$ cat src/rtl/term_pkg.sv
// Shared constants and grant helpers for the terminal input router.
// The command handler can import the same arbitration-mode constants.
package term_pkg;

    localparam int ARB_FIXED    = 0;
    localparam int ARB_RR       = 1;

    // Widest router the helpers support; narrower routers zero-extend.
    localparam int MAX_SRC      = 8;
    localparam int MAX_SRC_BITS = 3;

    typedef struct packed {
        logic                    valid;
        logic [MAX_SRC_BITS-1:0] idx;
    } grant_t;

    // Lowest set request wins.
    function automatic grant_t fixed_grant(input logic [MAX_SRC-1:0] req);
        grant_t g;
        g = '0;
        for (int i = MAX_SRC - 1; i >= 0; i--) begin
            if (req[i]) begin
                g.valid = 1'b1;
                g.idx   = MAX_SRC_BITS'(i);
            end
        end
        return g;
    endfunction

    // First set request found searching upward from ptr+1, wrapping at num_src.
    function automatic grant_t rr_next_grant(input logic [MAX_SRC-1:0]      req,
                                             input int                      num_src,
                                             input logic [MAX_SRC_BITS-1:0] ptr);
        grant_t g;
        int     idx;
        g   = '0;
        idx = 0;
        for (int k = 1; k <= MAX_SRC; k++) begin
            idx = (int'(ptr) + k) % num_src;
            if (k <= num_src && !g.valid && req[idx]) begin
                g.valid = 1'b1;
                g.idx   = MAX_SRC_BITS'(idx);
            end
        end
        return g;
    endfunction

endpackage

$ cat src/rtl/term_sync_fifo.sv
// Small synchronous FIFO used once per router source.
// Pointers carry one extra wrap bit so full and empty are distinguishable.
module term_sync_fifo #(
    parameter int DATA_W = 8,
    parameter int DEPTH  = 4
) (
    input  logic              clk,
    input  logic              rst_n,
    input  logic              flush,
    input  logic              push,
    input  logic [DATA_W-1:0] wr_data,
    input  logic              pop,
    output logic [DATA_W-1:0] rd_data,
    output logic              full,
    output logic              empty
);

    localparam int AW = $clog2(DEPTH);

    logic [AW:0]       wr_ptr_q, wr_ptr_d;
    logic [AW:0]       rd_ptr_q, rd_ptr_d;
    logic [DATA_W-1:0] mem_q [DEPTH];
    logic              wr_en;
    logic              rd_en;

    assign full    = (wr_ptr_q[AW] != rd_ptr_q[AW]) && (wr_ptr_q[AW-1:0] == rd_ptr_q[AW-1:0]);
    assign empty   = (wr_ptr_q == rd_ptr_q);
    assign rd_data = mem_q[rd_ptr_q[AW-1:0]];
    assign wr_en   = push && !full && !flush;
    assign rd_en   = pop && !empty && !flush;

    // Next pointer values: advance on accepted push/pop, clear on flush.
    always_comb begin
        // NOTE: every output of a combinational block gets a default first, so no path leaves it unassigned and no latch is inferred.
        wr_ptr_d = wr_ptr_q;
        rd_ptr_d = rd_ptr_q;
        if (flush) begin
            wr_ptr_d = '0;
            rd_ptr_d = '0;
        end else begin
            if (wr_en) wr_ptr_d = wr_ptr_q + 1'b1;
            if (rd_en) rd_ptr_d = rd_ptr_q + 1'b1;
        end
    end

    // Pointer registers with synchronous active-low reset.
    always_ff @(posedge clk) begin
        // NOTE: sequential state is updated with non-blocking assignments so every flop samples pre-edge values.
        if (!rst_n) begin
            wr_ptr_q <= '0;
            rd_ptr_q <= '0;
        end else begin
            wr_ptr_q <= wr_ptr_d;
            rd_ptr_q <= rd_ptr_d;
        end
    end

    // Storage write port.
    always_ff @(posedge clk) begin
        // NOTE: the storage array is deliberately not reset; the pointers alone define which entries are valid.
        if (wr_en) begin
            mem_q[wr_ptr_q[AW-1:0]] <= wr_data;
        end
    end

endmodule

$ cat src/rtl/term_input_router.sv
// N-source byte router: per-source FIFOs, an arbiter draining them into one
// tagged output register, and a forward register copying masked sources
// toward UART TX.
module term_input_router
    import term_pkg::*;
#(
    parameter int                 NUM_SRC    = 2,
    parameter int                 DATA_W     = 8,
    parameter int                 FIFO_DEPTH = 4,
    parameter int                 ARB_MODE   = ARB_FIXED,
    parameter logic [NUM_SRC-1:0] FWD_MASK   = 'b01,
    parameter int                 SRC_BITS   = (NUM_SRC > 1) ? $clog2(NUM_SRC) : 1
) (
    input  logic                      clk,
    input  logic                      rst_n,
    input  logic                      flush,
    input  logic [NUM_SRC*DATA_W-1:0] src_data,
    input  logic [NUM_SRC-1:0]        src_valid,
    output logic [NUM_SRC-1:0]        src_ready,
    output logic [DATA_W-1:0]         out_data,
    output logic [SRC_BITS-1:0]       out_src,
    output logic                      out_valid,
    input  logic                      out_ready,
    output logic [DATA_W-1:0]         fwd_data,
    output logic                      fwd_valid,
    input  logic                      fwd_ready,
    output logic [NUM_SRC-1:0]        fifo_nempty
);

    // Pointer value that makes source 0 the first round-robin winner.
    localparam logic [SRC_BITS-1:0] RR_INIT = SRC_BITS'(NUM_SRC - 1);

    logic [DATA_W-1:0]   fifo_rd_data [NUM_SRC];
    logic [NUM_SRC-1:0]  fifo_full;
    logic [NUM_SRC-1:0]  fifo_empty;
    logic [NUM_SRC-1:0]  fifo_push;
    logic [NUM_SRC-1:0]  fifo_pop;

    logic                fwd_slot_free;
    logic                fwd_taken;
    logic [DATA_W-1:0]   fwd_load_data;

    logic [MAX_SRC-1:0]  req;
    grant_t              grant;
    logic [SRC_BITS-1:0] grant_idx;
    logic                out_load;

    logic [DATA_W-1:0]   out_data_q,  out_data_d;
    logic [SRC_BITS-1:0] out_src_q,   out_src_d;
    logic                out_valid_q, out_valid_d;
    logic [DATA_W-1:0]   fwd_data_q,  fwd_data_d;
    logic                fwd_valid_q, fwd_valid_d;
    logic [SRC_BITS-1:0] rr_ptr_q,    rr_ptr_d;

    for (genvar i = 0; i < NUM_SRC; i++) begin : g_fifo
        term_sync_fifo #(
            .DATA_W (DATA_W),
            .DEPTH  (FIFO_DEPTH)
        ) u_fifo (
            .clk     (clk),
            .rst_n   (rst_n),
            .flush   (flush),
            .push    (fifo_push[i]),
            .wr_data (src_data[i*DATA_W +: DATA_W]),
            .pop     (fifo_pop[i]),
            .rd_data (fifo_rd_data[i]),
            .full    (fifo_full[i]),
            .empty   (fifo_empty[i])
        );
    end

    assign fwd_slot_free = !fwd_valid_q || fwd_ready;
    assign fifo_nempty   = ~fifo_empty;
    assign out_data      = out_data_q;
    assign out_src       = out_src_q;
    assign out_valid     = out_valid_q;
    assign fwd_data      = fwd_data_q;
    assign fwd_valid     = fwd_valid_q;

    // Source acceptance: only the lowest-index masked transfer may claim the
    // forward slot in a cycle, so higher masked sources are held off.
    always_comb begin
        src_ready     = '0;
        fifo_push     = '0;
        fwd_taken     = 1'b0;
        fwd_load_data = '0;
        for (int i = 0; i < NUM_SRC; i++) begin
            src_ready[i] = rst_n && !flush && !fifo_full[i] &&
                           (!FWD_MASK[i] || (fwd_slot_free && !fwd_taken));
            fifo_push[i] = src_ready[i] && src_valid[i];
            if (FWD_MASK[i] && fifo_push[i]) begin
                fwd_taken     = 1'b1;
                fwd_load_data = src_data[i*DATA_W +: DATA_W];
            end
        end
    end

    // Forward register: load a masked beat, otherwise retire it when accepted.
    always_comb begin
        fwd_valid_d = fwd_valid_q;
        fwd_data_d  = fwd_data_q;
        if (flush) begin
            fwd_valid_d = 1'b0;
        end else if (fwd_taken) begin
            fwd_valid_d = 1'b1;
            fwd_data_d  = fwd_load_data;
        end else if (fwd_ready) begin
            fwd_valid_d = 1'b0;
        end
    end

    // Arbitration and output register: pick a non-empty FIFO and pop it into
    // the output register whenever that register is free or being drained.
    always_comb begin
        req                  = '0;
        req[NUM_SRC-1:0]     = ~fifo_empty;
        if (ARB_MODE == ARB_RR) begin
            grant = rr_next_grant(req, NUM_SRC, MAX_SRC_BITS'(rr_ptr_q));
        end else begin
            grant = fixed_grant(req);
        end
        grant_idx = SRC_BITS'(grant.idx);
        out_load  = (!out_valid_q || out_ready) && grant.valid && !flush;

        fifo_pop    = '0;
        out_valid_d = out_valid_q;
        out_data_d  = out_data_q;
        out_src_d   = out_src_q;
        rr_ptr_d    = rr_ptr_q;
        if (flush) begin
            out_valid_d = 1'b0;
            rr_ptr_d    = RR_INIT;
        end else if (out_load) begin
            fifo_pop[grant_idx] = 1'b1;
            out_valid_d         = 1'b1;
            out_data_d          = fifo_rd_data[grant_idx];
            out_src_d           = grant_idx;
            rr_ptr_d            = grant_idx;
        end else if (out_ready) begin
            out_valid_d = 1'b0;
        end
    end

    // Output, forward and round-robin state registers.
    always_ff @(posedge clk) begin
        if (!rst_n) begin
            out_valid_q <= 1'b0;
            out_data_q  <= '0;
            out_src_q   <= '0;
            fwd_valid_q <= 1'b0;
            fwd_data_q  <= '0;
            rr_ptr_q    <= RR_INIT;
        end else begin
            out_valid_q <= out_valid_d;
            out_data_q  <= out_data_d;
            out_src_q   <= out_src_d;
            fwd_valid_q <= fwd_valid_d;
            fwd_data_q  <= fwd_data_d;
            rr_ptr_q    <= rr_ptr_d;
        end
    end

endmodule

$ cat config.mk
export PLATFORM = sky130hd
export DESIGN_NAME = term_input_router
export DESIGN_NICKNAME = d
export VERILOG_FILES = /design/src/rtl/term_pkg.sv /design/src/rtl/term_sync_fifo.sv /design/src/rtl/term_input_router.sv
export SDC_FILE = /design/constraint.sdc
export NUM_CORES = 1
export LEC_CHECK = 0
export ABC_AREA = 1
export BUFFER_PORTS_ARGS = -buffer_cell sky130_fd_sc_hd__buf_4
export CAP_MARGIN = 30
export CORE_MARGIN = 1.5
export CORE_UTILIZATION = 50
export CTS_CLUSTER_DIAMETER = 40
export CTS_CLUSTER_SIZE = 12
export DETAILED_ROUTE_END_ITERATION = 7
export PLACE_DENSITY = 0.7
export SLEW_MARGIN = 20
export SYNTH_ARGS = -nofsm -noshare
export SYNTH_HDL_FRONTEND = slang
export SYNTH_SLANG_ARGS = --single-unit
$ cat constraint.sdc
create_clock -name clk -period 2.5 [get_ports clk]
set_input_delay 0 -clock clk [delete_from_list [all_inputs] [get_ports clk]]
set_output_delay 0 -clock clk [all_outputs]
set_load 0.005 [all_outputs]
Yosys cells after proc, flatten, opt, wreduce, memory -nomap -nowiden. Memory sizes are Yosys's and may differ from the RTL's. A register that Yosys moved wholly into a read port is not among the register bits. Cells that the tools add are included.

Latch bits: 0. Word-level logic and storage cells: 84. Flip-flop bits (word level): 31. Bits in read-only memories: 0. Memory bits (writable): 64. Input port bits: 23. Output and inout port bits: 23. Memories: 2.

Memories: g_fifo[0].u_fifo.mem_q (depth 4, bits a word 8, rd ports 1, clocked after Yosys merged registers in 1, write ports 1, line term_sync_fifo.sv:22) `logic [DATA_W-1:0] mem_q [DEPTH];`; g_fifo[1].u_fifo.mem_q (depth 4, bits a word 8, rd ports 1, clocked after Yosys merged registers in 1, write ports 1, line term_sync_fifo.sv:22).

Div/mod/pow operators: 0. $mul: 0. Reductions and logical operators: 33. Add/sub/neg operators: 4. $lt $le $gt $ge: 3. Equal/unequal tests: 6. Bitwise gates (word level): 4. Multiplexer cells: 23. Shift operators: 0.

Operators by type and width (count): $mux W8 (4); $logic_and A1 B1 Y1 (19); $add A3 B1 Y3 const B (4); $mux W2 (6); $mux W1 (10); $mux W4 (2); $logic_not A1 Y1 (7); $eq A3 B3 Y1 (2); $eq A2 B2 Y1 (2); $reduce_and A2 Y1 (2); $reduce_bool A2 Y1 (2); $ge A2 B2 Y1 const B (1); $logic_or A1 B1 Y1 (2); $lt A1 B2 Y1 const B (1); $ne A1 B1 Y1 (2); $not A1 Y1 (2); $not A1 Y2 (1); $not A2 Y2 (1); $reduce_or A2 Y1 (1); $demux W1 S1 (1); $ge A1 B1 Y1 const B (1).

Longest topological paths before layout. Gate-level depths: netlist of the first run.

Word-level depth: 14. Gate-level depth with buffers: 11. Gate-level depth less buffers: 10.

By module. A second synthesis of the first run with hierarchy kept.

Cell total of the unflattened synthesis: 452. Area total of the unflattened synthesis: 4369.2 µm².

Modules (own cells, without submodules): term_sync_fifo (instances 2, seq. area each 1121.1 µm², area each 1699.1 µm², cells each 155); term_input_router (instances 1, seq. area each 380.4 µm², area each 970.9 µm², cells each 142).

Worst setup path after synthesis of the first run. Ideal clock, no wire load.

Path type: reg2reg. Start point: reg g_fifo[0].u_fifo.wr_ptr_q[0]. End point: mem g_fifo[0].u_fifo.mem_q[0][0], enable pin. Stages on the path, launching flop included: 10. Arrival: 1394 ps. Clock period less this slack: 1765 ps. Setup slack: 735 ps. Library setup time: 371 ps. Path buffers: 1. Data required time: 2129 ps. Cell sequence: dfxtp_1 -> inv_2 -> nand2_1 -> nand2_1 -> nand2_2 -> o21ai_1 -> inv_2 -> nand2_4 -> buf_6 -> nor2_1.

Word-level cells in the longest chain between the ends: 10.

Ends and longest elaborated chain: from (decl) (line term_sync_fifo.sv:20) `logic [AW:0] wr_ptr_q, wr_ptr_d;`; from (signal assigned) (line term_sync_fifo.sv:53) `wr_ptr_q <= wr_ptr_d;`; $eq A2 B2 Y1 (line term_sync_fifo.sv:26) `assign full = (wr_ptr_q[AW] != rd_ptr_q[AW]) && (wr_ptr_q[AW-1:0] == rd_ptr_q[AW-1:0]);`; $logic_and A1 B1 Y1 (line term_sync_fifo.sv:26); $logic_not A1 Y1 (line term_sync_fifo.sv:29, term_input_router.sv:88); $logic_and A1 B1 Y1 (2 in series) (line term_input_router.sv:88) `src_ready[i] = rst_n && !flush && !fifo_full[i] &&`; $logic_and A1 B1 Y1 (line term_input_router.sv:90) `fifo_push[i] = src_ready[i] && src_valid[i];`; $logic_and A1 B1 Y1 (2 in series) (line term_sync_fifo.sv:29) `assign wr_en = push && !full && !flush;`; $mux W1 (line term_sync_fifo.sv:61) `if (wr_en) begin`; $mux W1 (not written as such) (line term_sync_fifo.sv:62) `mem_q[wr_ptr_q[AW-1:0]] <= wr_data;`; to (decl) (line term_sync_fifo.sv:22).

Several ways; a longest one is shown, not always the timed one.

Worst setup path in the final report of the first run.
Start point: reg g_fifo[0].u_fifo.wr_ptr_q[0]. End point: mem g_fifo[0].u_fifo.mem_q[1][0], enable pin.

The elaborated chain is that of the path after synthesis.

==> results_tabular.tex, run 1 <==
\begin{tabular}{lr}
\hline
Metric & Value \\
\hline
\multicolumn{2}{l}{\textbf{Yosys}} \\
Synth top area share & around 45\% \\
Synth unique cells & 30 \\
Count of mapped cells out of synthesis & between 400 and 500 \\
Syn nets & around 490 \\
Fraction of the yosys area taken by sequential cells & between 60\% and 70\% \\
Post-synthesis cell area & between 4000 and 5000 um\^{}2 \\
Number of synthesized register bits & 99 \\
Number of warning messages in the yosys log & 0 \\
Cell taking the most area after synthesis & sky130\_fd\_sc\_hd\_\_edfxtp\_1 \\
Synthesized area per cell & approximately 9.5 um\^{}2 \\
Top cells by area, synth & sky130\_fd\_sc\_hd\_\_edfxtp\_1 45\%, sky130\_fd\_sc\_hd\_\_dfxtp\_1 16\%, sky130\_fd\_sc\_hd\_\_nand2\_1 12\%, sky130\_fd\_sc\_hd\_\_inv\_1 5.1\%, sky130\_fd\_sc\_hd\_\_a21oi\_1 4.4\% \\
\multicolumn{2}{l}{\textbf{Setup path}} \\
Endpoint required time on the critical path & 2.50 ns \\
Endpoint class of the critical path & flip-flop \\
Worst reg2reg path endpoint & g\_fifo[0].u\_fifo.mem\_q[1][0] \\
Depth of the most critical reg-to-reg path & 8 \\
Slowest cell on crit path & sky130\_fd\_sc\_hd\_\_nor2\_1 \\
Worst path top cell family by delay & simple AND/OR/NAND/NOR gates \\
Cells along the critical path & inv\_2 > nand2\_1 > nand2\_1 > nand2\_2 > o21ai\_1 > inv\_2 > nand2\_4 > nor2\_1 \\
Total buffers and inverters traversed by the critical path & 2 \\
FF-to-FF Start & g\_fifo[0].u\_fifo.wr\_ptr\_q[0] \\
Maximum cell stage delay along the critical path & 0.54 ns \\
Register-to-Register Setup Slack & slightly below 0.4 ns \\
Kind of launch point of the worst setup path & flip-flop \\
Crit-path max FO & 16 \\
Start-to-end type of the worst setup path & flip-flop to flip-flop \\
Worst EP arrival & 2.10 ns \\
Crit. Startpoint & g\_fifo[0].u\_fifo.wr\_ptr\_q[0] \\
\multicolumn{2}{l}{\textbf{Power}} \\
Clock network fraction of design power & about 36\% \\
Power share of the sequential group & about 58\% \\
Cell-internal power & around 2.4 mW \\
Net Sw Power & $\sim$0.66 mW \\
Total leakage power & about 2.2 nW \\
Switching portion of total power & between 20\% and 30\% \\
Cell Pwr Density & just under 600 nW/um\^{}2 \\
Maximum resistive drop on vdd & between 0.2 and 0.3 mV \\
Combinational Power Share & about 6.4\% \\
\multicolumn{2}{l}{\textbf{Timing}} \\
Worst slew margin relative to its limit & between 50\% and 60\% \\
Setup Viol. Count Final & 0 \\
Setup repair after global routing missed its margin & no \\
Final number of max-transition violations & 0 \\
Clock skew after layout & about 0.0086 ns \\
Total negative setup slack & 0 ns \\
Final count of hold timing violations & 0 \\
Final period util & 84.23\% \\
Transition time at the pin with the least slew margin & 0.6647 ns \\
Timing-limited maximum frequency & approximately 470 MHz \\
Shortest clock period the worst path allows after layout & 2.106 ns \\
\multicolumn{2}{l}{\textbf{GRT}} \\
Vias in the first global route & a little under 3000 \\
Antenna violations before repair & 0 \\
Largest net degree at the start of global routing & 33 \\
Sum of overflow across all layers after global routing & 0 \\
Gr usage total & between 20\% and 30\% \\
Global-route wire length before repair & between 10000 and 15000 um \\
\multicolumn{2}{l}{\textbf{CTS}} \\
Clock tree sinks & between 90 and 100 \\
Number of buffers created by CTS & 9 \\
H-tree depth & 3 \\
Count of buffers added by post-CTS timing repair for setup & 0 \\
Reg clk slew, reported paths & 0.09 ns \\
Cell at the root of the clock tree & sky130\_fd\_sc\_hd\_\_clkbuf\_8 \\
Clock tree from TritonCTS & done \\
Clock latency reported for the late side of the worst-skew pair & roughly 0.36 ns \\
Number of cells upsized or downsized after cts & 0 \\
Hold Buf Count CTS & 21 \\
Number of buffers on the longest clock path & 2 \\
\multicolumn{2}{l}{\textbf{Min path}} \\
Worst Hold Class & primary input to flip-flop \\
Capture endpoint of the worst hold path & g\_fifo[0].u\_fifo.wr\_ptr\_q[2] \\
Beginning of the worst hold path & rst\_n \\
Hold Path Cell Cnt & 3 \\
\multicolumn{2}{l}{\textbf{Layout}} \\
Final net count & 553 \\
Growth of design area from synthesis to finish & 19.94\% \\
Fill count & approximately 710 \\
Share of cells above drive strength 1 & approximately 16\% \\
Final instance area & between 5000 and 6000 um\^{}2 \\
Diodes inserted & 0 \\
\multicolumn{2}{l}{\textbf{Route}} \\
DRC violation total after the first TritonRoute iteration & between 100 and 150 \\
Sum of routed wire length over all layers & approximately 8600 um \\
Vias/cell & 4.997 \\
Router iterations before antenna repair & 4 \\
Routed vias & between 3000 and 4000 \\
Number of nets with antenna violations after detailed routing & 0 \\
DRC violations left & 0 \\
Average wire per standard cell & about 14 um \\
\multicolumn{2}{l}{\textbf{Place}} \\
Placement Cell Area & 4731 um\^{}2 \\
DP HPWL & about 6100 um \\
Port Buf Inserts & 45 \\
Placer's final routability congestion estimate & between 0.8 and 0.9 \\
\multicolumn{2}{l}{\textbf{Die}} \\
Total I/O pin count & 46 \\
Core Area & roughly 8300 um\^{}2 \\
Chip Width & roughly 96 um \\
Die height & 95.73 um \\
Area of the die & between 9000 and 10000 um\^{}2 \\
Effective utilization at floorplan & between 50\% and 60\% \\
Row Count & 33 \\
\multicolumn{2}{l}{\textbf{Status}} \\
Status & complete, no violations \\
\multicolumn{2}{l}{\textbf{Flow run}} \\
Count of max-cap constraint violations & 0 \\
\hline
\end{tabular}
registers in the layout, indices dropped and copies added, names as in the netlist, named ones only:
name                    count
fwd_data                    8
fwd_valid                   1
g_fifo.u_fifo.rd_ptr_q      6
out_src                     1
out_valid                   1
out_data                    8
g_fifo.u_fifo.mem_q        64
g_fifo.u_fifo.wr_ptr_q      6
Yosys cell counts:
master / instances
sky130_fd_sc_hd__nand2_1: 142
sky130_fd_sc_hd__edfxtp_1: 64
sky130_fd_sc_hd__inv_1: 58
sky130_fd_sc_hd__a21oi_1: 38
sky130_fd_sc_hd__dfxtp_1: 35
sky130_fd_sc_hd__nand3_1: 34
sky130_fd_sc_hd__nor2_1: 11
sky130_fd_sc_hd__ha_1: 10
sky130_fd_sc_hd__o21ai_0: 10
sky130_fd_sc_hd__clkbuf_1: 8
sky130_fd_sc_hd__o211ai_1: 8
sky130_fd_sc_hd__inv_2: 5
sky130_fd_sc_hd__buf_2: 3
sky130_fd_sc_hd__xor2_1: 3
sky130_fd_sc_hd__a21oi_2: 2
sky130_fd_sc_hd__buf_4: 2
sky130_fd_sc_hd__buf_6: 2
sky130_fd_sc_hd__nand2_2: 2
sky130_fd_sc_hd__nand2_4: 2
sky130_fd_sc_hd__nand3_2: 2
sky130_fd_sc_hd__o21ai_1: 2
sky130_fd_sc_hd__clkinv_1: 1
sky130_fd_sc_hd__clkinv_2: 1
sky130_fd_sc_hd__nand3b_1: 1
sky130_fd_sc_hd__nor2_2: 1
sky130_fd_sc_hd__nor2_4: 1
sky130_fd_sc_hd__nor3_1: 1
sky130_fd_sc_hd__nor3b_1: 1
sky130_fd_sc_hd__o21ai_4: 1
sky130_fd_sc_hd__xnor2_2: 1
cell families (layout without fill, tap and decap cells):
logic type / after synthesis / after routing / share of synthesized area (%)
flops: 99 / 99 / 61.00
xor+xnor: 4 / 4 / 0.9897
fa+ha+maj: 10 / 10 / 2.910
buf+inv: 80 / 153 / 7.625
simple gates: 198 / 198 / 19.47
compound gates: 61 / 61 / 8.004
how the worst max path moves through the flow:
stage,depth (start not counted),to
3_3_place_gp,8,g_fifo[0].u_fifo.mem_q[1][5]
2_1_floorplan,9,g_fifo[0].u_fifo.mem_q[0][0]
4_1_cts,8,g_fifo[0].u_fifo.mem_q[1][2]
3_5_place_dp,8,g_fifo[0].u_fifo.mem_q[1][2]
6_report,8,g_fifo[0].u_fifo.mem_q[1][0]
5_1_grt,8,g_fifo[0].u_fifo.mem_q[1][7]
metrics by stage:
step | util [%] | power (mW) | setup slack (ns) | hold slack [ns] | instances
floorplan | - | 1.888 | 0.7354 | 0.09887 | 452
global placement | 57.29 | 1.973 | 0.4949 | 0.2096 | 593
detailed placement | 57.29 | 1.975 | 0.4202 | 0.2081 | 593
CTS | 62.44 | 3.079 | 0.3933 | 0.09246 | 630
global route | 62.44 | 3.162 | 0.2449 | 0.1157 | 630
finish | 62.44 | 3.062 | 0.3943 | 0.09002 | 630
layout by cell type, fill, tap and decap left out, types with 8 or more instances in the layout:
cell type,Yosys,routed
sky130_fd_sc_hd__nor2_1,11,11
sky130_fd_sc_hd__o211ai_1,8,8
sky130_fd_sc_hd__o21ai_0,10,10
sky130_fd_sc_hd__ha_1,10,10
sky130_fd_sc_hd__clkbuf_8,0,9
sky130_fd_sc_hd__buf_4,2,51
sky130_fd_sc_hd__a21oi_1,38,38
sky130_fd_sc_hd__dfxtp_1,35,35
sky130_fd_sc_hd__dlygate4sd3_1,0,21
sky130_fd_sc_hd__nand2_1,142,142
sky130_fd_sc_hd__nand3_1,34,34
sky130_fd_sc_hd__inv_1,58,58
sky130_fd_sc_hd__edfxtp_1,64,64
worst min-delay path: stages:
cell	delay, ns
sky130_fd_sc_hd__buf_4	0.12
sky130_fd_sc_hd__nand2_1	0.22
sky130_fd_sc_hd__a21oi_1	0.07
cell type report:
type | instances | area, um^2 | share of cell area (%)
Inverter | 65 | 245.2 | 4.756
Timing Repair Buffer | 72 | 593.1 | 11.50
Clock buffer | 9 | 123.9 | 2.402
Tap cell | 105 | 131.4 | 2.548
Clock inverter | 7 | 91.34 | 1.771
Sequential cell | 99 | 2623 | 50.86
Multi-Input combinational cell | 273 | 1349 | 26.16
power groups by stage:
| stage | clock, mW | sequential (mW) | combinational [mW] |
|---|---|---|---|
| floorplan | 0 | 1.80 | 0.0850 |
| global placement | 0 | 1.80 | 0.169 |
| detailed placement | 0 | 1.80 | 0.171 |
| CTS | 1.11 | 1.77 | 0.198 |
| global route | 1.17 | 1.77 | 0.219 |
| finish | 1.10 | 1.77 | 0.197 |
layer usage:
metal	routed length (um)	track usage, %	vias up
met1	3811	27.44	1456
met4	110	6.250	0
met3	430	3.633	9
met2	4229	33.69	76
li1	-	-	1607
met5	0	0	-
No activity file was read; power rests on OpenSTA's default activity.
==> inputs of run 2 (changes only) <==
Clock period 2.5 ns to 2 ns, I/O delays scaled along.
==> results_tabular.tex, run 2 (synthesis gave the netlist of run 1 again) <==
\begin{tabular}{lr}
\hline
Metric & Value \\
\hline
\multicolumn{2}{l}{\textbf{CTS}} \\
H-tree depth & 3 \\
Count of buffers added by post-CTS timing repair for setup & 0 \\
Clock latency reported for the late side of the worst-skew pair & 0.36 ns \\
Number of buffers created by CTS & 9 \\
Cell at the root of the clock tree & sky130\_fd\_sc\_hd\_\_clkbuf\_8 \\
Clock tree sinks & just under 100 \\
Reg clk slew, reported paths & approximately 0.10 ns \\
Number of buffers on the longest clock path & 2 \\
Clock tree from TritonCTS & done \\
Number of cells upsized or downsized after cts & 0 \\
Hold Buf Count CTS & 21 \\
\multicolumn{2}{l}{\textbf{Route}} \\
Routed vias & $\sim$3200 \\
DRC violation total after the first TritonRoute iteration & around 200 \\
Average wire per standard cell & 13.86 um \\
Vias/cell & approximately 5.0 \\
Router iterations before antenna repair & 5 \\
Sum of routed wire length over all layers & slightly below 9000 um \\
Number of nets with antenna violations after detailed routing & 0 \\
DRC violations left & 0 \\
\multicolumn{2}{l}{\textbf{Power}} \\
Combinational Power Share & about 7\% \\
Cell-internal power & between 2 and 3 mW \\
Clock network fraction of design power & approximately 33\% \\
Total leakage power & $\sim$2.2 nW \\
Switching portion of total power & 23.67\% \\
Net Sw Power & 0.8622 mW \\
Maximum resistive drop on vdd & roughly 0.4 mV \\
Cell Pwr Density & 704.8 nW/um\^{}2 \\
Power share of the sequential group & about three fifths \\
\multicolumn{2}{l}{\textbf{Setup path}} \\
Register-to-Register Setup Slack & 0.26 ns \\
Endpoint class of the critical path & flip-flop \\
Crit-path max FO & 8 \\
Start-to-end type of the worst setup path & flip-flop to flip-flop \\
Depth of the most critical reg-to-reg path & 9 \\
FF-to-FF Start & g\_fifo[1].u\_fifo.wr\_ptr\_q[0] \\
Endpoint required time on the critical path & approximately 2.1 ns \\
Kind of launch point of the worst setup path & flip-flop \\
Worst reg2reg path endpoint & g\_fifo[1].u\_fifo.mem\_q[3][0] \\
Worst EP arrival & $\sim$1.8 ns \\
\multicolumn{2}{l}{\textbf{Timing}} \\
Setup Viol. Count Final & 0 \\
Transition time at the pin with the least slew margin & approximately 0.6 ns \\
Shortest clock period the worst path allows after layout & between 1.5 and 2 ns \\
Final count of hold timing violations & 0 \\
Final period util & between 80\% and 90\% \\
Setup repair after global routing missed its margin & no \\
Total negative setup slack & 0 ns \\
Final number of max-transition violations & 0 \\
Timing-limited maximum frequency & roughly 580 MHz \\
Clock skew after layout & 0.01138 ns \\
Worst slew margin relative to its limit & between 60\% and 70\% \\
\multicolumn{2}{l}{\textbf{Die}} \\
Row Count & 33 \\
Effective utilization at floorplan & around 52\% \\
Die height & 95.73 um \\
Core Area & around 8300 um\^{}2 \\
Total I/O pin count & 46 \\
Chip Width & between 90 and 100 um \\
Area of the die & $\sim$9200 um\^{}2 \\
\multicolumn{2}{l}{\textbf{Layout}} \\
Diodes inserted & 0 \\
Leading cell types in the layout, fill and taps excluded & 142 x sky130\_fd\_sc\_hd\_\_nand2\_1, 64 x sky130\_fd\_sc\_hd\_\_edfxtp\_1, 58 x sky130\_fd\_sc\_hd\_\_inv\_1 \\
Growth of design area from synthesis to finish & 20.20\% \\
Final net count & 559 \\
Final core area utilization & a little over three fifths \\
Flip-flop count of the largest register after layout & between 60 and 70 \\
Share of cells above drive strength 1 & roughly 17\% \\
Most common cell after layout, fill and taps aside & sky130\_fd\_sc\_hd\_\_nand2\_1 \\
\multicolumn{2}{l}{\textbf{GRT}} \\
Largest net degree at the start of global routing & 33 \\
Antenna violations before repair & 0 \\
Vias in the first global route & 2846 \\
Gr usage total & 20.62\% \\
Sum of overflow across all layers after global routing & 0 \\
Global-route wire length before repair & between 10000 and 15000 um \\
\multicolumn{2}{l}{\textbf{Place}} \\
Port Buf Inserts & 45 \\
Placer's final routability congestion estimate & around 0.82 \\
DP HPWL & 6306 um \\
\multicolumn{2}{l}{\textbf{Min path}} \\
Beginning of the worst hold path & rst\_n \\
Worst Hold Class & primary input to flip-flop \\
Hold Path Cell Cnt & 3 \\
Capture endpoint of the worst hold path & g\_fifo[0].u\_fifo.wr\_ptr\_q[1] \\
\multicolumn{2}{l}{\textbf{Flow run}} \\
Count of max-cap constraint violations & 0 \\
\multicolumn{2}{l}{\textbf{Status}} \\
Status & complete, no violations \\
\hline
\end{tabular}
==> run 2: how the worst max path moves through the flow <==
stage	slack (ns)	start	depth (start not counted)	endpoint
finish	0.26	g_fifo[1].u_fifo.wr_ptr_q[0]	9	g_fifo[1].u_fifo.mem_q[3][0]
global route	0.13	flush	10	g_fifo[1].u_fifo.mem_q[3][0]
CTS	0.28	g_fifo[1].u_fifo.wr_ptr_q[0]	9	g_fifo[1].u_fifo.mem_q[3][6]
detailed placement	0.31	g_fifo[1].u_fifo.wr_ptr_q[0]	9	g_fifo[1].u_fifo.mem_q[3][1]
global placement	0.36	g_fifo[1].u_fifo.rd_ptr_q[0]	9	g_fifo[1].u_fifo.mem_q[2][2]
floorplan	0.24	g_fifo[0].u_fifo.wr_ptr_q[0]	9	g_fifo[0].u_fifo.mem_q[0][0]
==> run 2: power groups by stage <==
stage                     registers [mW]  logic, mW  clock network, mW
after floorplan                     2.25      0.106                  0
after global placement              2.25      0.213                  0
after detailed placement            2.26      0.217                  0
after CTS                           2.21      0.250               1.22
after global routing                2.21      0.275               1.29
final                               2.21      0.250               1.18
==> run 2: through the flow <==
step	setup WS [ns]	hold slack [ns]	instance area [um^2]	total power, mW	cells
after global routing	0.1320	0.1167	5167	3.776	636
final	0.2625	0.08065	5167	3.642	636
after detailed placement	0.3079	0.2203	4776	2.472	599
after global placement	0.3626	0.2178	4776	2.468	599
after floorplan	0.2354	0.09887	4299	2.361	452
after CTS	0.2832	0.06759	5167	3.675	636
==> run 2: layer usage <==
layer	track usage (%)	share of wire, %	up-vias	wire, um
li1	-	-	1618	-
met1	30.62	48	1470	4213
met2	31.04	46	76	4091
met3	3.633	4.9	6	430
met4	6.005	0.91	0	80
met5	0	0	-	0
==> run 2: critical path: stages (launching register included) <==
cell and delay [ns]:
sky130_fd_sc_hd__dfxtp_1 0.43, sky130_fd_sc_hd__inv_2 0.08, sky130_fd_sc_hd__nand2_1 0.06, sky130_fd_sc_hd__nand2_1 0.07, sky130_fd_sc_hd__nand3b_1 0.09, sky130_fd_sc_hd__nand2_1 0.05, sky130_fd_sc_hd__inv_1 0.13, sky130_fd_sc_hd__nand2_1 0.19
sky130_fd_sc_hd__nor2_1 0.17, sky130_fd_sc_hd__buf_4 0.19
==> run 2: cell type report <==
type	instances	area [um^2]
Fill cell	712	3090
Sequential cell	99	2623
Multi-Input combinational cell	273	1349
Timing Repair Buffer	78	638.1
Inverter	65	245.2
Tap cell	105	131.4
Clock buffer	9	123.9
Clock inverter	7	57.56
==> inputs of run 3 (changes only) <==
Settings changed: RECOVER_POWER set to 100.
==> results_tabular.tex, run 3 (synthesis gave the netlist of run 1 again) <==
\begin{tabular}{lr}
\hline
Metric & Value \\
\hline
\multicolumn{2}{l}{\textbf{Timing}} \\
Setup repair after global routing missed its margin & no \\
Final period util & between 80\% and 90\% \\
Clock skew after layout & $\sim$0.013 ns \\
Worst slew margin relative to its limit & between 60\% and 70\% \\
Total negative setup slack & 0 ns \\
Final count of hold timing violations & 0 \\
Smallest setup slack after layout & 0.2225 ns \\
Timing-limited maximum frequency & roughly 560 MHz \\
Transition time at the pin with the least slew margin & between 0.5 and 0.6 ns \\
Setup Viol. Count Final & 0 \\
Final number of max-transition violations & 0 \\
Shortest clock period the worst path allows after layout & roughly 1.8 ns \\
\multicolumn{2}{l}{\textbf{Die}} \\
Total I/O pin count & 46 \\
Effective utilization at floorplan & between 50 and 60\% \\
Area of the die & between 9000 and 10000 um\^{}2 \\
Die height & between 90 and 100 um \\
Chip Width & 95.73 um \\
Row Count & 33 \\
Core Area & between 8000 and 9000 um\^{}2 \\
\multicolumn{2}{l}{\textbf{Setup path}} \\
Crit-path max FO & 8 \\
Register-to-Register Setup Slack & between 0.2 and 0.25 ns \\
Crit. Startpoint & g\_fifo[1].u\_fifo.wr\_ptr\_q[0] \\
Kind of launch point of the worst setup path & flip-flop \\
Worst EP arrival & between 1.5 and 2 ns \\
Endpoint class of the critical path & flip-flop \\
FF-to-FF Start & g\_fifo[1].u\_fifo.wr\_ptr\_q[0] \\
Start-to-end type of the worst setup path & flip-flop to flip-flop \\
Depth of the most critical reg-to-reg path & 9 \\
Endpoint required time on the critical path & 2.06 ns \\
Worst setup path end & g\_fifo[1].u\_fifo.mem\_q[2][1] \\
Worst reg2reg path endpoint & g\_fifo[1].u\_fifo.mem\_q[2][1] \\
\multicolumn{2}{l}{\textbf{Layout}} \\
Growth of design area from synthesis to finish & 17.64\% \\
Diodes inserted & 0 \\
Final net count & approximately 560 \\
Most common cell after layout, fill and taps aside & sky130\_fd\_sc\_hd\_\_nand2\_1 \\
Leading cell types in the layout, fill and taps excluded & 143 x sky130\_fd\_sc\_hd\_\_nand2\_1, 64 x sky130\_fd\_sc\_hd\_\_edfxtp\_1, 59 x sky130\_fd\_sc\_hd\_\_inv\_1 \\
Share of cells above drive strength 1 & 12.05\% \\
Flip-flop count of the largest register after layout & 64 \\
\multicolumn{2}{l}{\textbf{CTS}} \\
Number of buffers on the longest clock path & 2 \\
Count of buffers added by post-CTS timing repair for setup & 0 \\
Reg clk slew, reported paths & 0.10 ns \\
Clock tree from TritonCTS & done \\
Cell at the root of the clock tree & sky130\_fd\_sc\_hd\_\_clkbuf\_8 \\
Clock tree sinks & 99 \\
H-tree depth & 3 \\
Number of buffers created by CTS & 9 \\
Clock latency reported for the late side of the worst-skew pair & between 0.3 and 0.4 ns \\
Number of cells upsized or downsized after cts & 0 \\
Hold Buf Count CTS & 21 \\
\multicolumn{2}{l}{\textbf{Power}} \\
Cell-internal power & roughly 2.8 mW \\
Total leakage power & approximately 2.1 nW \\
Switching portion of total power & between 20\% and 30\% \\
Power share of the sequential group & between 60\% and 70\% \\
Combinational Power Share & $\sim$6.3\% \\
Cell Pwr Density & about 720 nW/um\^{}2 \\
Net Sw Power & around 0.87 mW \\
Final Power & 3.627 mW \\
Maximum resistive drop on vdd & between 0.4 and 0.5 mV \\
Clock network fraction of design power & between 30\% and 40\% \\
\multicolumn{2}{l}{\textbf{Place}} \\
Port Buf Inserts & 45 \\
DP HPWL & approximately 6300 um \\
Placer's final routability congestion estimate & between 0.8 and 0.9 \\
Worst slack after detailed placement & 0.3079 ns \\
\multicolumn{2}{l}{\textbf{Route}} \\
DRC violations left & 0 \\
Average wire per standard cell & $\sim$14 um \\
Routed vias & 3197 \\
Number of nets with antenna violations after detailed routing & 0 \\
Vias/cell & just over 5 \\
DRC violation total after the first TritonRoute iteration & slightly below 200 \\
Router iterations before antenna repair & 5 \\
Sum of routed wire length over all layers & between 8000 and 9000 um \\
\multicolumn{2}{l}{\textbf{GRT}} \\
Antenna violations before repair & 0 \\
Vias in the first global route & 2846 \\
Gr usage total & about a fifth \\
Largest net degree at the start of global routing & 33 \\
Global-route wire length before repair & between 10000 and 15000 um \\
Sum of overflow across all layers after global routing & 0 \\
\multicolumn{2}{l}{\textbf{Status}} \\
Status & complete, no violations \\
\multicolumn{2}{l}{\textbf{Flow run}} \\
Count of max-cap constraint violations & 0 \\
\multicolumn{2}{l}{\textbf{Min path}} \\
Worst Hold Class & primary input to flip-flop \\
\hline
\end{tabular}
-- run 3: worst min-delay path by stage --
stage	startpoint	end	slack (ns)	cells past startpoint
floorplan	src_data[0]	g_fifo[0].u_fifo.mem_q[0][0]	0.1	0
global placement	src_data[4]	g_fifo[0].u_fifo.mem_q[1][4]	0.22	1
detailed placement	src_data[4]	g_fifo[0].u_fifo.mem_q[3][4]	0.22	1
CTS	rst_n	g_fifo[0].u_fifo.wr_ptr_q[1]	0.07	3
global route	rst_n	g_fifo[0].u_fifo.wr_ptr_q[2]	0.12	3
finish	rst_n	g_fifo[0].u_fifo.wr_ptr_q[1]	0.08	3
-- run 3: critical path: stages (launching register included) --
cell                       delay (ns)
sky130_fd_sc_hd__dfxtp_1         0.43
sky130_fd_sc_hd__inv_2           0.08
sky130_fd_sc_hd__nand2_1         0.06
sky130_fd_sc_hd__nand2_1         0.07
sky130_fd_sc_hd__nand3b_1        0.09
sky130_fd_sc_hd__nand2_1         0.05
sky130_fd_sc_hd__inv_1           0.12
sky130_fd_sc_hd__nand2_1         0.19
sky130_fd_sc_hd__nor2_1          0.14
sky130_fd_sc_hd__clkbuf_2        0.24
-- run 3: power groups by stage --
stage | Sequential, mW | Clock (mW) | Combinational [mW]
3_3_place_gp | 2.25 | 0 | 0.213
2_1_floorplan | 2.25 | 0 | 0.106
6_report | 2.21 | 1.19 | 0.230
5_1_grt | 2.21 | 1.29 | 0.254
4_1_cts | 2.21 | 1.22 | 0.250
3_5_place_dp | 2.26 | 0 | 0.217
-- run 3: area by class of cell --
cell class,count,area (um^2)
Multi-Input combinational cell,273,1330
Timing Repair Buffer,78,546.8
Clock buffer,9,123.9
Clock inverter,7,57.56
Inverter,65,245.2
Sequential cell,99,2623
Fill cell,742,3201
Tap cell,105,131.4
-- run 3: stage by stage --
step	hold slack [ns]	utilization [%]	area, um^2	cells
global placement	0.2178	57.83	4776	599
floorplan	0.09887	-	4299	452
finish	0.07985	61.24	5057	636
detailed placement	0.2203	57.83	4776	599
CTS	0.06759	62.58	5167	636
global route	0.1167	61.24	5057	636
-- run 3: routing by layer --
metal	vias up	share of wire (%)	GRT usage, %	routed length [um]
li1	1620	-	-	-
met1	1490	48	30.62	4246
met2	78	46	31.04	4081
met3	9	5.3	3.633	468
met4	0	1.0	6.005	91
met5	-	0	0	0
